`src/rtl/seq_detector_param.sv`:
```
// Runtime-programmable serial bit-pattern detector with overlapping or non-overlapping
// detection and a registered one-cycle match pulse. SEQ_DET_MATCH_CNT_EN adds a saturating match counter.
module seq_detector_param #(
    parameter int PAT_W = 8,
    parameter int LEN_W = $clog2(PAT_W + 1),
    parameter int CNT_W = 16
) (
    input  logic             clk,
    input  logic             rst_n,
    input  logic             en,
    input  logic             din,
    input  logic             cfg_load,
    input  logic [PAT_W-1:0] pat,
    input  logic [LEN_W-1:0] pat_len,
    input  logic             overlap,
`ifdef SEQ_DET_MATCH_CNT_EN
    output logic [CNT_W-1:0] match_cnt,
`endif
    output logic             match
);

    localparam logic [LEN_W-1:0] MAX_LEN = LEN_W'(PAT_W);
    localparam logic [LEN_W-1:0] ONE     = LEN_W'(1);

    logic [PAT_W-1:0] cfg_pat;
    logic [LEN_W-1:0] cfg_len;
    logic             cfg_ovl;

    logic [PAT_W-1:0] history;
    logic [LEN_W-1:0] fill;

    logic [PAT_W-1:0] hist_nxt;
    logic [LEN_W-1:0] fill_nxt;
    logic [PAT_W-1:0] len_mask;
    logic [LEN_W-1:0] len_clamped;
    logic             hit;

    // Only the low cfg_len bits of the history take part in the compare.
    always_comb begin
        len_mask = '0;
        for (int i = 0; i < PAT_W; i++)
            len_mask[i] = (LEN_W'(i) < cfg_len);
    end

    always_comb begin
        hist_nxt = {history[PAT_W-2:0], din};
        fill_nxt = (fill >= MAX_LEN) ? MAX_LEN : fill + ONE;
        hit      = (fill_nxt >= cfg_len) && (((hist_nxt ^ cfg_pat) & len_mask) == '0);
    end

    always_comb begin
        len_clamped = pat_len;
        if (pat_len == '0)
            len_clamped = ONE;
        else if (pat_len > MAX_LEN)
            len_clamped = MAX_LEN;
    end

    always_ff @(posedge clk or negedge rst_n) begin
        if (!rst_n) begin
            cfg_pat <= '0;
            cfg_len <= ONE;
            cfg_ovl <= 1'b1;
            history <= '0;
            fill    <= '0;
            match   <= 1'b0;
        end else if (cfg_load) begin
            // A config load restarts detection; the bit presented on this edge is dropped.
            cfg_pat <= pat;
            cfg_len <= len_clamped;
            cfg_ovl <= overlap;
            history <= '0;
            fill    <= '0;
            match   <= 1'b0;
        end else if (en) begin
            history <= hist_nxt;
            fill    <= (hit && !cfg_ovl) ? '0 : fill_nxt;
            match   <= hit;
        end else begin
            match   <= 1'b0;
        end
    end

`ifdef SEQ_DET_MATCH_CNT_EN
    // Counter is cleared only by reset, so it spans config reloads.
    always_ff @(posedge clk or negedge rst_n) begin
        if (!rst_n)
            match_cnt <= '0;
        else if (!cfg_load && en && hit && (match_cnt != '1))
            match_cnt <= match_cnt + CNT_W'(1);
    end
`endif

endmodule

```
`config.mk`:
```
export PLATFORM = sky130hd
export DESIGN_NAME = seq_detector_param
export DESIGN_NICKNAME = d
export VERILOG_FILES = /design/src/rtl/seq_detector_param.sv
export SDC_FILE = /design/constraint.sdc
export NUM_CORES = 1
export LEC_CHECK = 0
export CORE_ASPECT_RATIO = 0.8
export CORE_UTILIZATION = 57
export DETAILED_ROUTE_END_ITERATION = 7
export PLACE_DENSITY = 0.86
export SETUP_SLACK_MARGIN = 0.5
export SLEW_MARGIN = 10
export SYNTH_ARGS = -nofsm -noshare
export SYNTH_HDL_FRONTEND = slang
export SYNTH_SLANG_ARGS = --single-unit
export TNS_END_PERCENT = 30
```
`constraint.sdc`:
```
create_clock -name clk -period 3.1 [get_ports clk]
set_input_delay 0.62 -clock clk [delete_from_list [all_inputs] [get_ports clk]]
set_output_delay 0.62 -clock clk [all_outputs]
set_load 0.05 [all_outputs]
```
# Yosys cells after proc, flatten, opt, wreduce, memory -nomap -nowiden
# Index checks and enable logic that the tools add are counted.
# totals
output_inout_bits,1
word_cells,36
in_bits,18
regBits,25
# op_classes
n_bitwise,2
magnitude_cmp,11
muxes,10
n_reduce_logical,6
add_sub_neg,1
# op_table
operator,n
$mux 4,6
$lt 3x4->1 const A,4
$mux 7,2
$and 8x8->8,1
$logic_not 8->1,1
$lt 1x4->1 const A,2
$lt 2x4->1 const A,2
$xor 8x8->8,1
$add 4x1->4 const B,1
$ge 4x4->1,1
$ge 4x4->1 const B,1
$gt 4x4->1 const B,1
$logic_not 4->1,1
$logic_and 1x1->1,2
$mux 1,2
$reduce_bool 2->1,1
$logic_not 1->1,1

# Depth between registers and ports, before layout
# Gate-level depths: netlist of run 1.
# depth
word_depth,8
depth_mapped,8
ltp_nobuf,8

# Least setup slack after synthesis of run 1
# Ideal clock, no wire load.
# synth_path
path_type,register to register
startpoint,reg fill[0]
endpoint,reg match
period_less_slack_ns,1.956
stages_incl_launch_ff,9
t_required_ns,2.980
n_path_buf,0
t_arrival_ns,1.836
setup_ns,0.120
slack_ns,1.144
path_cell_list,dfrtp_1 -> inv_1 -> ha_1 -> nor2b_1 -> ha_1 -> a2111oi_2 -> a221oi_1 -> and3_4 -> and3_1
# synth_between
elab_chain_len,6
word_cells_on_any_way,7
classes_between,1 x add/sub; 2 x order compare; 3 x mux; 1 x reduce/logical
# synth_rtl
item,line,text
start: declaration,30,logic [LEN_W-1:0] fill;
start signal: assignment,77,fill <= (hit && !cfg_ovl) ? '0 : fill_nxt;
$add 4x1->4 or $ge 4x4->1 (tied branches),47,fill_nxt = (fill >= MAX_LEN) ? MAX_LEN : fill + ONE;
$mux 4 (*),47,
$ge 4x4->1 (*),48,hit = (fill_nxt >= cfg_len) && (((hist_nxt ^ cfg_pat) & len_mask) == '0);
$logic_and 1x1->1 (*),48,
$mux 1 (*),75,end else if (en) begin
$mux 1 (*),67,end else if (cfg_load) begin
end signal: assignment,78,match <= hit;
end: declaration,19,output logic match
# Mark *: on every way between the ends. The rest lies on a longest branch, timed or not.
# A chain may end at the register's enable or synchronous reset.

# Worst setup path after layout of run 1
# Same ends and word-level chain as after synthesis.

==> out/qor_table.md, run 1 <==
| Group | Result | Value |
|:---|:---|:---|
| worst setup path | Critical path depth in cells | 8 |
| pwr | Internal power summed over all cells | 0.480 mW |
| floorplanning | DIE AREA | 2520 um^2 |
| cts | Bufs on Longest Clock Path | 2 |
| sta | Maximum achievable frequency | 451 MHz |
| global route | Maximum number of pins on one net before global-route repair | 26 |
| place | Routability congestion estimate from global placement | 0.847 |
| routing | DRC | 0 |
| pwr | Static Leakage | 0.695 nW |
| synthesis | Synthesized net count | 147 |
| cells and area | Leading cell types in the layout, fill and taps excluded | dfrtp_1 (23), clkdlybuf4s50_1 (18), nor2_1 (13) |
| place | Placed Instance Area | 1530 um^2 |
| cells and area | Ratio of cells with drive above 1 in the final layout | 15.5% |
| cts | # resized after CTS | 0 |
| floorplanning | Placeable Area | 2180 um^2 |
| cts | CTS Root Buffer Type | clkbuf_4 |
| worst setup path | Endpoint of the most critical register-to-register path | match |
| floorplanning | Horiz. Die Dim | 55.9 um |
| cts | Clock-pin transition on the worst setup and hold timing paths | 0.15 ns |
| worst setup path | Kind of launch point of the worst setup path | flip-flop |
| synthesis | Summed instance area of the synthesized netlist | 1320 um^2 |
| worst setup path | Worst Path Required | 3.33 ns |
| worst setup path | Depth of the worst register-to-register path | 8 |
| global route | First-pass GRT wire length | 4.62 mm |
| worst setup path | RR Startpoint | fill[0] |
| synthesis | Commonest register cell after synthesis | dfrtp_1 |
| sta | Final setup viols | 0 |
| global route | Vias in the first global route | 1019 |
| synthesis | Post-synthesis sequential area ratio | 47.4% |
| worst setup path | Family with the most delay on the worst path | simple AND/OR/NAND/NOR gates |
| sta | Tcrit/Tclk final | 71.6% |
| sta | Setup Skew | 0.00361 ns |
| synthesis | Distinct cells, synth | 34 |
| sta | Unrepaired setup endpoints after global routing | false |
| cts | Sinks on Clock Net | 25 |
| pwr | Overall power consumption | 0.678 mW |
| worst setup path | Timing startpoint of the critical path | fill[0] |
| cts | Number of hold buffers added after CTS | 0 |
| worst setup path | Cells along the critical path | inv_1, ha_1, nor2b_1, ha_1, a2111oi_2, a221oi_1, and3_4, and3_1 |
| routing | ANT nets after route | 0 |
| sta | Total negative slack | 0 ns |
| synthesis | Syn Area/Cell | 10.8 um^2 |
| run status | Outcome | completed |
| global route | Number of antenna violations at the first check in global routing | 0 |
| cts | CTS tree | done |
| sta | Count of final hold-check violations | 0 |
| worst setup path | Crit Path Category | reg2reg |
| worst setup path | Register-to-Register Setup Slack | 0.88 ns |
| routing | Via count of the routed design | 977 |
| place | Detailed Place HPWL | 2.06 mm |
| routing | Post-DR vias/cell | 5.85 |
| cts | Clk_lat worst skew | 0.33 ns |
| sta | Count of final max-slew check failures | 0 |
| cells and area | Leading cell type in the layout, fill and taps excluded | dfrtp_1 |
| worst setup path | Standard cell with the maximum stage delay on the critical path | dfrtp_1 |
| cts | Clock H-tree levels | 1 |
| synthesis | Warning count from the yosys run | 0 |
| sta | Slew HR | 47.9% |
| place | I/O Buffers | 18 |
| synthesis | Cell count after synthesis | 123 |
| job | Max_cap viols | 0 |
| cells and area | Filler Cell Count | 166 |
| sta | Post-route minimum period | 2.22 ns |
| floorplanning | Io pins | 19 |
| routing | Final wirelength | 2.68 mm |
| cts | Buffers inserted by post-CTS timing repair | 0 |
| pwr | Fraction of power consumed by the clock network | 23.4% |
| synthesis | Fraction of registers with async set or reset after synthesis | 100% |
| global route | Total global routing overflow | 0 |
| synthesis | Post-synth EDFFs | 0 |
| pwr | PwrDens | 435 nW/um^2 |
| worst setup path | Sort of element at the end of the critical path | flip-flop |
| cells and area | Antenna diode count | 0 |
| pwr | Fraction of power spent switching nets | 29.2% |
| worst hold path | Class of the most critical hold timing path | reg2reg |
| worst setup path | Worst path most repeated cell | ha_1 |
| cells and area | Layout Cell Area excl Fill | 1560 um^2 |
| pwr | Share of total power in combinational logic | 21.6% |
| sta | Tightest Pin Transition | 0.780 ns |
| global route | Gr usage total | 24.7% |
| cells and area | Nets | 167 |
| worst setup path | Data arrival time of the critical path | 2.45 ns |
| worst setup path | Slowest stage delay, CP | 0.44 ns |
| cells and area | Area growth from synthesis to layout | 17.7% |
| synthesis | Register bit total from synthesis | 25 |
| pwr | Maximum VDD drop | 0.000356 V |
| routing | Detailed-routing iteration count for the pre-antenna-repair pass | 4 |
| routing | Iteration-0 DRC count of the detailed router | 39 |
| routing | Routed wirelength normalized by instance count | 16.1 um |
| worst setup path | Total buffers and inverters traversed by the critical path | 1 |
| pwr | Sequential Power Share | 54.9% |
| worst setup path | Maximum fanout count along the critical path | 5 |
| cts | Number of buffers created by CTS | 3 |
| pwr | NetSw | 0.198 mW |
| floorplanning | Site Rows | 15 |
| floorplanning | Initial core utilization | 60.8% |
| worst setup path | CP Capture Point | match |
| floorplanning | Overall die height | 45.1 um |
## cell usage after synthesis, types with 2 or more instances
cell,count,area (um^2)
dfrtp_1,23,576
nor2_1,13,48.8
inv_1,9,33.8
mux2_2,8,90.1
mux2i_1,7,70.1
nand2_1,7,26.3
ha_1,6,75.1
xnor2_1,6,52.6
o21ai_0,5,25.0
buf_2,4,20.0
o22ai_1,4,25.0
xor2_1,3,26.3
a21oi_1,2,10.0
a31oi_1,2,12.5
dfstp_2,2,52.6
nand3_1,2,10.0
nor2b_1,2,12.5
o211ai_1,2,15.0
## power by group through the flow
stage | Sequential [mW] | Combinational (mW) | Clock (mW)
after CTS | 0.372 | 0.148 | 0.162
after global placement | 0.375 | 0.138 | 0
after global routing | 0.375 | 0.163 | 0.179
after detailed placement | 0.378 | 0.147 | 0
final | 0.373 | 0.147 | 0.159
after floorplan | 0.372 | 0.0959 | 0
## metal layers
layer,up-vias,GRT usage (%),share of wire (%)
li1,465,-,-
met1,481,29.0,43
met2,27,45.5,51
met3,4,7.16,4.6
met4,0,7.32,1.2
met5,-,0,0
## registers in the layout (all words and copies together) (netlist names)
name / count
cfg_len: 4
cfg_ovl: 1
cfg_pat: 8
fill: 4
history: 7
match: 1
## how the worst min path moves through the flow
stage	start	endpoint	slack (ns)	cells after the start
2_1_floorplan	rst_n	cfg_len[1]	0.32	0
3_3_place_gp	cfg_pat[0]	cfg_pat[0]	0.51	1
3_5_place_dp	cfg_pat[0]	cfg_pat[0]	0.53	1
4_1_cts	cfg_len[0]	cfg_len[0]	0.55	2
5_1_grt	cfg_len[0]	cfg_len[0]	0.57	2
6_report	cfg_ovl	cfg_ovl	0.55	2
## worst reg2reg max path, cell delays in order, from the launching register on
cell       delay [ns]
dfrtp_1          0.44
inv_1            0.08
ha_1             0.28
nor2b_1          0.21
ha_1             0.29
a2111oi_2        0.35
a221oi_1         0.09
and3_4           0.21
and3_1           0.18
## logic make-up after synthesis
family | count (synthesis) | share of synthesized area [%]
AOI/OAI and AO/OA | 25 | 13.7
xor gates and xnor gates | 9 | 5.95
adders and majority gates | 6 | 5.67
buffers and inverters | 14 | 4.35
DFF | 25 | 47.4
muxes | 15 | 12.1
and+or+nand+nor | 29 | 10.8
## through the flow
stage                     hold slack, ns  setup slack, ns  util [%]  std cells
after global placement             0.513            0.946      70.1        163
after global routing               0.572            0.734      71.6        167
final                              0.547            0.882      71.6        167
after detailed placement           0.526            0.884      70.1        163
after CTS                          0.553            0.888      71.6        167
after floorplan                    0.324             1.14         -        123
## cell type report
type / instances / area [um^2] / area share [%]
inverter: 9 / 33.8 / 2.17
multi-input combinational: 84 / 638 / 41.0
clock buffer: 3 / 22.5 / 1.45
timing repair buffer: 20 / 195 / 12.5
sequential: 25 / 628 / 40.3
tap: 25 / 31.3 / 2.01
clock inverter: 1 / 8.76 / 0.562
Power figures use the tool's default switching activity.
==> inputs of run 2 (changes only) <==
--- a/config.mk
+++ b/config.mk
@@ -6,9 +6,9 @@
 export NUM_CORES = 1
 export LEC_CHECK = 0
 export CORE_ASPECT_RATIO = 0.8
-export CORE_UTILIZATION = 57
+export CORE_UTILIZATION = 53
 export DETAILED_ROUTE_END_ITERATION = 7
-export PLACE_DENSITY = 0.86
+export PLACE_DENSITY = 0.81
 export SETUP_SLACK_MARGIN = 0.5
 export SLEW_MARGIN = 10
 export SYNTH_ARGS = -nofsm -noshare
==> constraint.sdc (replaced) <==
create_clock -name clk -period 2.11 [get_ports clk]
set_input_delay 0.422 -clock clk [delete_from_list [all_inputs] [get_ports clk]]
set_output_delay 0.422 -clock clk [all_outputs]
set_load 0.05 [all_outputs]
==> out/qor_table.md, run 2 (synthesis gave the netlist of run 1 again) <==
| Group | Result | Value | Delta |
|:---|:---|:---|:---|
| run status | Outcome | finished, violations left |  |
| run status | Violated checks | DRC |  |
| sta | Count of final max-slew check failures | 0 | unchanged |
| cts | Bufs on Longest Clock Path | 2 | unchanged |
| floorplanning | DIE AREA | 2700 um^2 | +7.2% |
| pwr | Maximum VDD drop | 0.000431 V | +21% |
| routing | DRC | 2 | +2 |
| cells and area | Largest register by flop count | cfg_pat |  |
| cells and area | Leading cell types in the layout, fill and taps excluded | dfrtp_1 (22), clkdlybuf4s50_1 (18), nor2_1 (12) |  |
| sta | Setup Skew | 0.00674 ns | +0.00313 ns |
| routing | ANT nets after route | 0 | unchanged |
| worst setup path | Worst Path Required | 2.37 ns | -0.96 ns |
| cts | CTS Root Buffer Type | clkbuf_4 |  |
| global route | Total global routing overflow | 0 | unchanged |
| cts | Sinks on Clock Net | 25 | unchanged |
| routing | Final wirelength | 2.57 mm | -4.0% |
| place | Worst slack at placement | 0.0218 ns | -0.862 ns |
| place | I/O Buffers | 18 | unchanged |
| floorplanning | Overall die height | 46.7 um | +3.5% |
| floorplanning | Initial core utilization | 58.8% | -2.0 points |
| worst hold path | Class of the most critical hold timing path | in2async |  |
| job | Max_cap viols | 0 | unchanged |
| routing | Post-DR vias/cell | 5.75 | -1.7% |
| sta | Unrepaired setup endpoints after global routing | true |  |
| global route | Maximum number of pins on one net before global-route repair | 26 | unchanged |
| global route | Gr usage total | 22.1% | -2.6 points |
| sta | Slew HR | 67.3% | +19 points |
| pwr | PwrDens | 616 nW/um^2 | +42% |
| routing | Detailed-routing iteration count for the pre-antenna-repair pass | 8 | +4 |
| routing | Iteration-0 DRC count of the detailed router | 35 | -10% |
| cells and area | Largest registers | cfg_pat x8, history x7 |  |
| cells and area | Ratio of cells with drive above 1 in the final layout | 23.8% | +8.3 points |
| cells and area | Antenna diode count | 0 | unchanged |
| cts | Number of buffers created by CTS | 3 | unchanged |
| sta | Tightest Pin Transition | 0.490 ns | -0.290 ns |
| worst setup path | Data arrival time of the critical path | 2.24 ns | -0.21 ns |
| sta | Maximum achievable frequency | 506 MHz | +12% |
| sta | Total negative slack | 0 ns | unchanged |
| floorplanning | Site Rows | 15 | unchanged |
| global route | First-pass GRT wire length | 4.42 mm | -4.5% |
| floorplanning | Horiz. Die Dim | 57.9 um | +3.6% |
| cells and area | Leading cell type in the layout, fill and taps excluded | dfrtp_1 |  |
| routing | Routed wirelength normalized by instance count | 15.0 um | -6.8% |
| worst setup path | Sort of element at the end of the critical path | flip-flop |  |
| cts | CTS tree | done |  |
| sta | Post-route minimum period | 1.98 ns | -0.243 ns |
| sta | Tcrit/Tclk final | 93.6% | +22 points |
| cells and area | Max reg flops | 8 | unchanged |
| worst setup path | Kind of launch point of the worst setup path | flip-flop |  |
| sta | Final setup viols | 0 | unchanged |
| worst setup path | Crit Path Category | reg2reg |  |
| sta | Count of final hold-check violations | 0 | unchanged |
| cts | Clk_lat worst skew | 0.31 ns | -0.02 ns |
| sta | Worst-case setup margin in the final layout | 0.134 ns | -0.747 ns |
| place | Routability congestion estimate from global placement | 0.795 | -6.1% |
| routing | Via count of the routed design | 989 | +1.2% |
| cells and area | Nets | 172 | +3.0% |
| global route | Number of antenna violations at the first check in global routing | 0 | unchanged |
| pwr | Static Leakage | 0.717 nW | +3.2% |
| global route | Vias in the first global route | 981 | -3.7% |
| place | Detailed Place HPWL | 1.91 mm | -7.1% |
| cells and area | Area growth from synthesis to layout | 24.3% |  |
| cts | Clock-pin transition on the worst setup and hold timing paths | 0.13 ns | -0.02 ns |
| floorplanning | Placeable Area | 2250 um^2 | +3.4% |
| cts | Clock H-tree levels | 1 | unchanged |
| floorplanning | Io pins | 19 | unchanged |
| worst setup path | Maximum fanout count along the critical path | 5 | unchanged |
-- run 2: through the flow --
| stage | instance area, um^2 | util [%] | power [mW] | std cells | hold WS [ns] |
|---|---|---|---|---|---|
| 3_5_place_dp | 1570 | 69.9 | 0.797 | 165 | 0.515 |
| 6_report | 1650 | 73.1 | 1.01 | 172 | 0.454 |
| 5_1_grt | 1650 | 73.1 | 1.07 | 172 | 0.483 |
| 3_3_place_gp | 1570 | 69.9 | 0.786 | 165 | 0.510 |
| 2_1_floorplan | 1360 | - | 0.715 | 123 | 0.126 |
| 4_1_cts | 1640 | 72.7 | 1.01 | 171 | 0.471 |
-- run 2: where the power goes --
part	switching (mW)	internal [mW]
sequential	0.0302	0.514
combinational	0.118	0.148
clock	0.131	0.0738
total	0.279	0.736
-- run 2: what timing repair did --
| action | in CTS | in global routing |
|---|---|---|
| setup buffers | 2 | 1 |
| endpoints found under the setup margin | 6 | 6 |
| pin swaps | 8 | 0 |
| cloned | 0 | 0 |
| hold buffers | 0 | 0 |
| resized for setup | 8 | 0 |
-- run 2: worst paths after layout --
check / startpoint / endpoint / slack [ns] / cells after the start
max: fill[0] / match / 0.13 / 8
min: rst_n / fill[0] / 0.45 / 2
max reg2reg: fill[0] / match / 0.13 / 8
min reg2reg: cfg_len[0] / cfg_len[0] / 0.54 / 2
max in group asynchronous: rst_n / cfg_ovl / 1.36 / 2
min in group clk: cfg_len[0] / cfg_len[0] / 0.54 / 2
-- run 2: worst max-delay path, cell delays in order, from the launching register on --
cell	delay, ns
dfrtp_1	0.44
ha_2	0.20
xnor2_2	0.14
nor2_2	0.16
ha_2	0.23
o21ai_1	0.10
a221oi_2	0.26
and3_4	0.25
and3_1	0.14
-- run 2: layout make-up --
| cell class | instances | area [um^2] |
|---|---|---|
| Tap cell | 25 | 31.3 |
| Timing Repair Buffer | 25 | 233 |
| Inverter | 9 | 33.8 |
| Fill cell | 172 | 607 |
| Clock buffer | 4 | 26.3 |
| Multi-Input combinational cell | 84 | 692 |
| Sequential cell | 25 | 629 |
-- run 2: per-layer routing --
layer	global-route usage, %	part of all wire, %
met3	5.06	4.0
met2	39.3	50
met4	4.29	1.4
met5	0	0
met1	28.5	44
==> inputs of run 3 (changes only) <==
--- a/config.mk
+++ b/config.mk
@@ -5,7 +5,6 @@
 export SDC_FILE = /design/constraint.sdc
 export NUM_CORES = 1
 export LEC_CHECK = 0
-export CORE_ASPECT_RATIO = 0.8
 export CORE_UTILIZATION = 53
 export DETAILED_ROUTE_END_ITERATION = 7
 export PLACE_DENSITY = 0.81
==> out/qor_table.md, run 3 (synthesis gave the netlist of run 1 again) <==
| Group | Result | Value | Delta |
|:---|:---|:---|:---|
| cts | Number of hold buffers added after CTS | 0 | unchanged |
| cells and area | Largest register by flop count | cfg_pat |  |
| cells and area | Leading cell types in the layout, fill and taps excluded | dfrtp_1 (22), clkdlybuf4s50_1 (18), nor2_1 (12) |  |
| sta | Tcrit/Tclk final | 94.0% | +0.38 points |
| cts | Clock-pin transition on the worst setup and hold timing paths | 0.13 ns | about the same |
| routing | ANT nets after route | 0 | unchanged |
| worst setup path | Kind of launch point of the worst setup path | flip-flop |  |
| sta | Post-route minimum period | 1.98 ns | +0.00793 ns |
| cells and area | Largest registers | cfg_pat x8, history x7 |  |
| cts | Clk_lat worst skew | 0.32 ns | about the same |
| cts | Clock H-tree levels | 1 | unchanged |
| sta | Unrepaired setup endpoints after global routing | true |  |
| worst setup path | Worst Path Required | 2.31 ns | -0.06 ns |
| job | Max_cap viols | 0 | unchanged |
| worst setup path | Timing startpoint of the critical path | fill[0] |  |
| global route | First-pass GRT wire length | 4.42 mm | +0.14% |
| worst setup path | Maximum fanout count along the critical path | 5 | unchanged |
| global route | Vias in the first global route | 1085 | +11% |
| cells and area | Ratio of cells with drive above 1 in the final layout | 21.9% | -1.9 points |
| worst hold path | Class of the most critical hold timing path | in2async |  |
| sta | Hold Slack | 0.439 ns | -0.0151 ns |
| cts | Number of buffers created by CTS | 3 | unchanged |
| run status | Outcome | completed |  |
| routing | Routed wirelength normalized by instance count | 14.7 um | -1.8% |
| floorplanning | Placeable Area | 2280 um^2 | +1.1% |
| cells and area | Max reg flops | 8 | unchanged |
| pwr | Static Leakage | 0.714 nW | -0.50% |
| sta | Tightest Pin Transition | 0.492 ns | +0.00239 ns |
| floorplanning | Horiz. Die Dim | 52.0 um | -10% |
| sta | Total negative slack | 0 ns | unchanged |
| place | I/O Buffers | 18 | unchanged |
| routing | Post-DR vias/cell | 5.68 | -1.1% |
| cells and area | Filler Cell Count | 180 | +4.7% |
| cells and area | Layout Cell Area excl Fill | 1630 um^2 | -0.84% |
| sta | Slew HR | 67.1% | -0.16 points |
| cells and area | Total area of multi-input combinational cells | 682 um^2 | -1.4% |
| cells and area | Antenna diode count | 0 | unchanged |
| global route | Number of antenna violations at the first check in global routing | 0 | unchanged |
| pwr | Overall power consumption | 1.01 mW | about the same |
| place | Placed Instance Area | 1580 um^2 | +0.24% |
| global route | Gr usage total | 22.8% | +0.71 points |
| pwr | PwrDens | 622 nW/um^2 | +0.91% |
| cells and area | Register Area | 629 um^2 | unchanged |
| routing | Final wirelength | 2.56 mm | -0.70% |
| routing | Via count of the routed design | 989 | unchanged |
| sta | Maximum achievable frequency | 504 MHz | -0.40% |
| cts | CTS tree | done |  |
| worst setup path | Crit Path Category | reg2reg |  |
| sta | Setup Skew | 0.00613 ns | -0.000609 ns |
| cells and area | Leading cell type in the layout, fill and taps excluded | dfrtp_1 |  |
| cells and area | Area growth from synthesis to layout | 23.3% |  |
| place | Detailed Place HPWL | 1.95 mm | +2.0% |
| floorplanning | Overall die height | 52.0 um | +11% |
| routing | Iteration-0 DRC count of the detailed router | 15 | -57% |
| floorplanning | Site Rows | 17 | +2 |
| cts | CTS Root Buffer Type | clkbuf_4 |  |
| worst setup path | Data arrival time of the critical path | 2.19 ns | -0.05 ns |
| cells and area | Core occupancy in the finished layout | 71.7% | -1.4 points |
| routing | Detailed-routing iteration count for the pre-antenna-repair pass | 4 | -4 |
| floorplanning | Initial core utilization | 58.2% | -0.61 points |
| cts | Sinks on Clock Net | 25 | unchanged |
| global route | Maximum number of pins on one net before global-route repair | 26 | unchanged |
| place | Routability congestion estimate from global placement | 0.808 | +1.6% |
| worst setup path | Sort of element at the end of the critical path | flip-flop |  |
| pwr | Maximum VDD drop | 0.000459 V | +6.4% |
| worst setup path | RR Startpoint | fill[0] |  |
| sta | Count of final hold-check violations | 0 | unchanged |
| floorplanning | DIE AREA | 2700 um^2 | about the same |
| sta | Count of final max-slew check failures | 0 | unchanged |
| global route | Total global routing overflow | 0 | unchanged |
| cts | Bufs on Longest Clock Path | 2 | unchanged |
| cells and area | Nets | 171 | -0.58% |
| routing | DRC | 0 | -2 |
| sta | Final setup viols | 0 | unchanged |
| floorplanning | Io pins | 19 | unchanged |
-- run 3: timing repair --
item	in CTS	in global routing
buffers inserted	2	0
endpoints found under the setup margin	6	6
pin swaps	6	0
gates resized for setup	6	0
-- run 3: layout make-up --
| type | instances | share of cell area [%] |
|---|---|---|
| Tap cell | 28 | 2.15 |
| Sequential cell | 25 | 38.6 |
| Multi-Input combinational cell | 84 | 41.8 |
| Clock buffer | 4 | 1.61 |
| Inverter | 9 | 2.07 |
| Timing Repair Buffer | 24 | 13.8 |
-- run 3: where the power goes --
group / switching (mW) / internal (mW) / leakage [nW]
combinational: 0.114 / 0.146 / 0.383
sequential: 0.0317 / 0.514 / 0.315
clock: 0.135 / 0.0741 / 0.0150
total: 0.281 / 0.733 / 0.714
-- run 3: path summary, 6_finish.rpt --
kind                                   end  slack [ns]  depth (start not counted)
worst min-delay path            cfg_pat[5]        0.44                          2
max in group asynchronous          cfg_ovl        1.38                          2
worst min register to register     cfg_ovl        0.53                          2
worst max register to register     fill[3]        0.13                          8
worst max-delay path               fill[3]        0.13                          8
min in group clk                   cfg_ovl        0.53                          2
-- run 3: per-layer routing --
layer	wire (um)	global-route usage, %
met4	49	12.6
met3	61	2.34
met5	0	0
met1	1110	24.8
met2	1340	42.5
-- run 3: metrics by stage --
step	worst slack (ns)	std cells
after floorplan	0.205	123
after global placement	0.119	168
after detailed placement	0.0442	168
after CTS	0.126	174
after global routing	0.0201	174
final	0.127	174
-- run 3: critical path, stage by stage (launching register included) --
cell	delay [ns]
dfrtp_1	0.45
ha_1	0.23
xnor2_1	0.12
nor2_1	0.16
ha_2	0.25
o21ai_1	0.10
a221oi_2	0.24
and3_4	0.24
a31oi_1	0.08
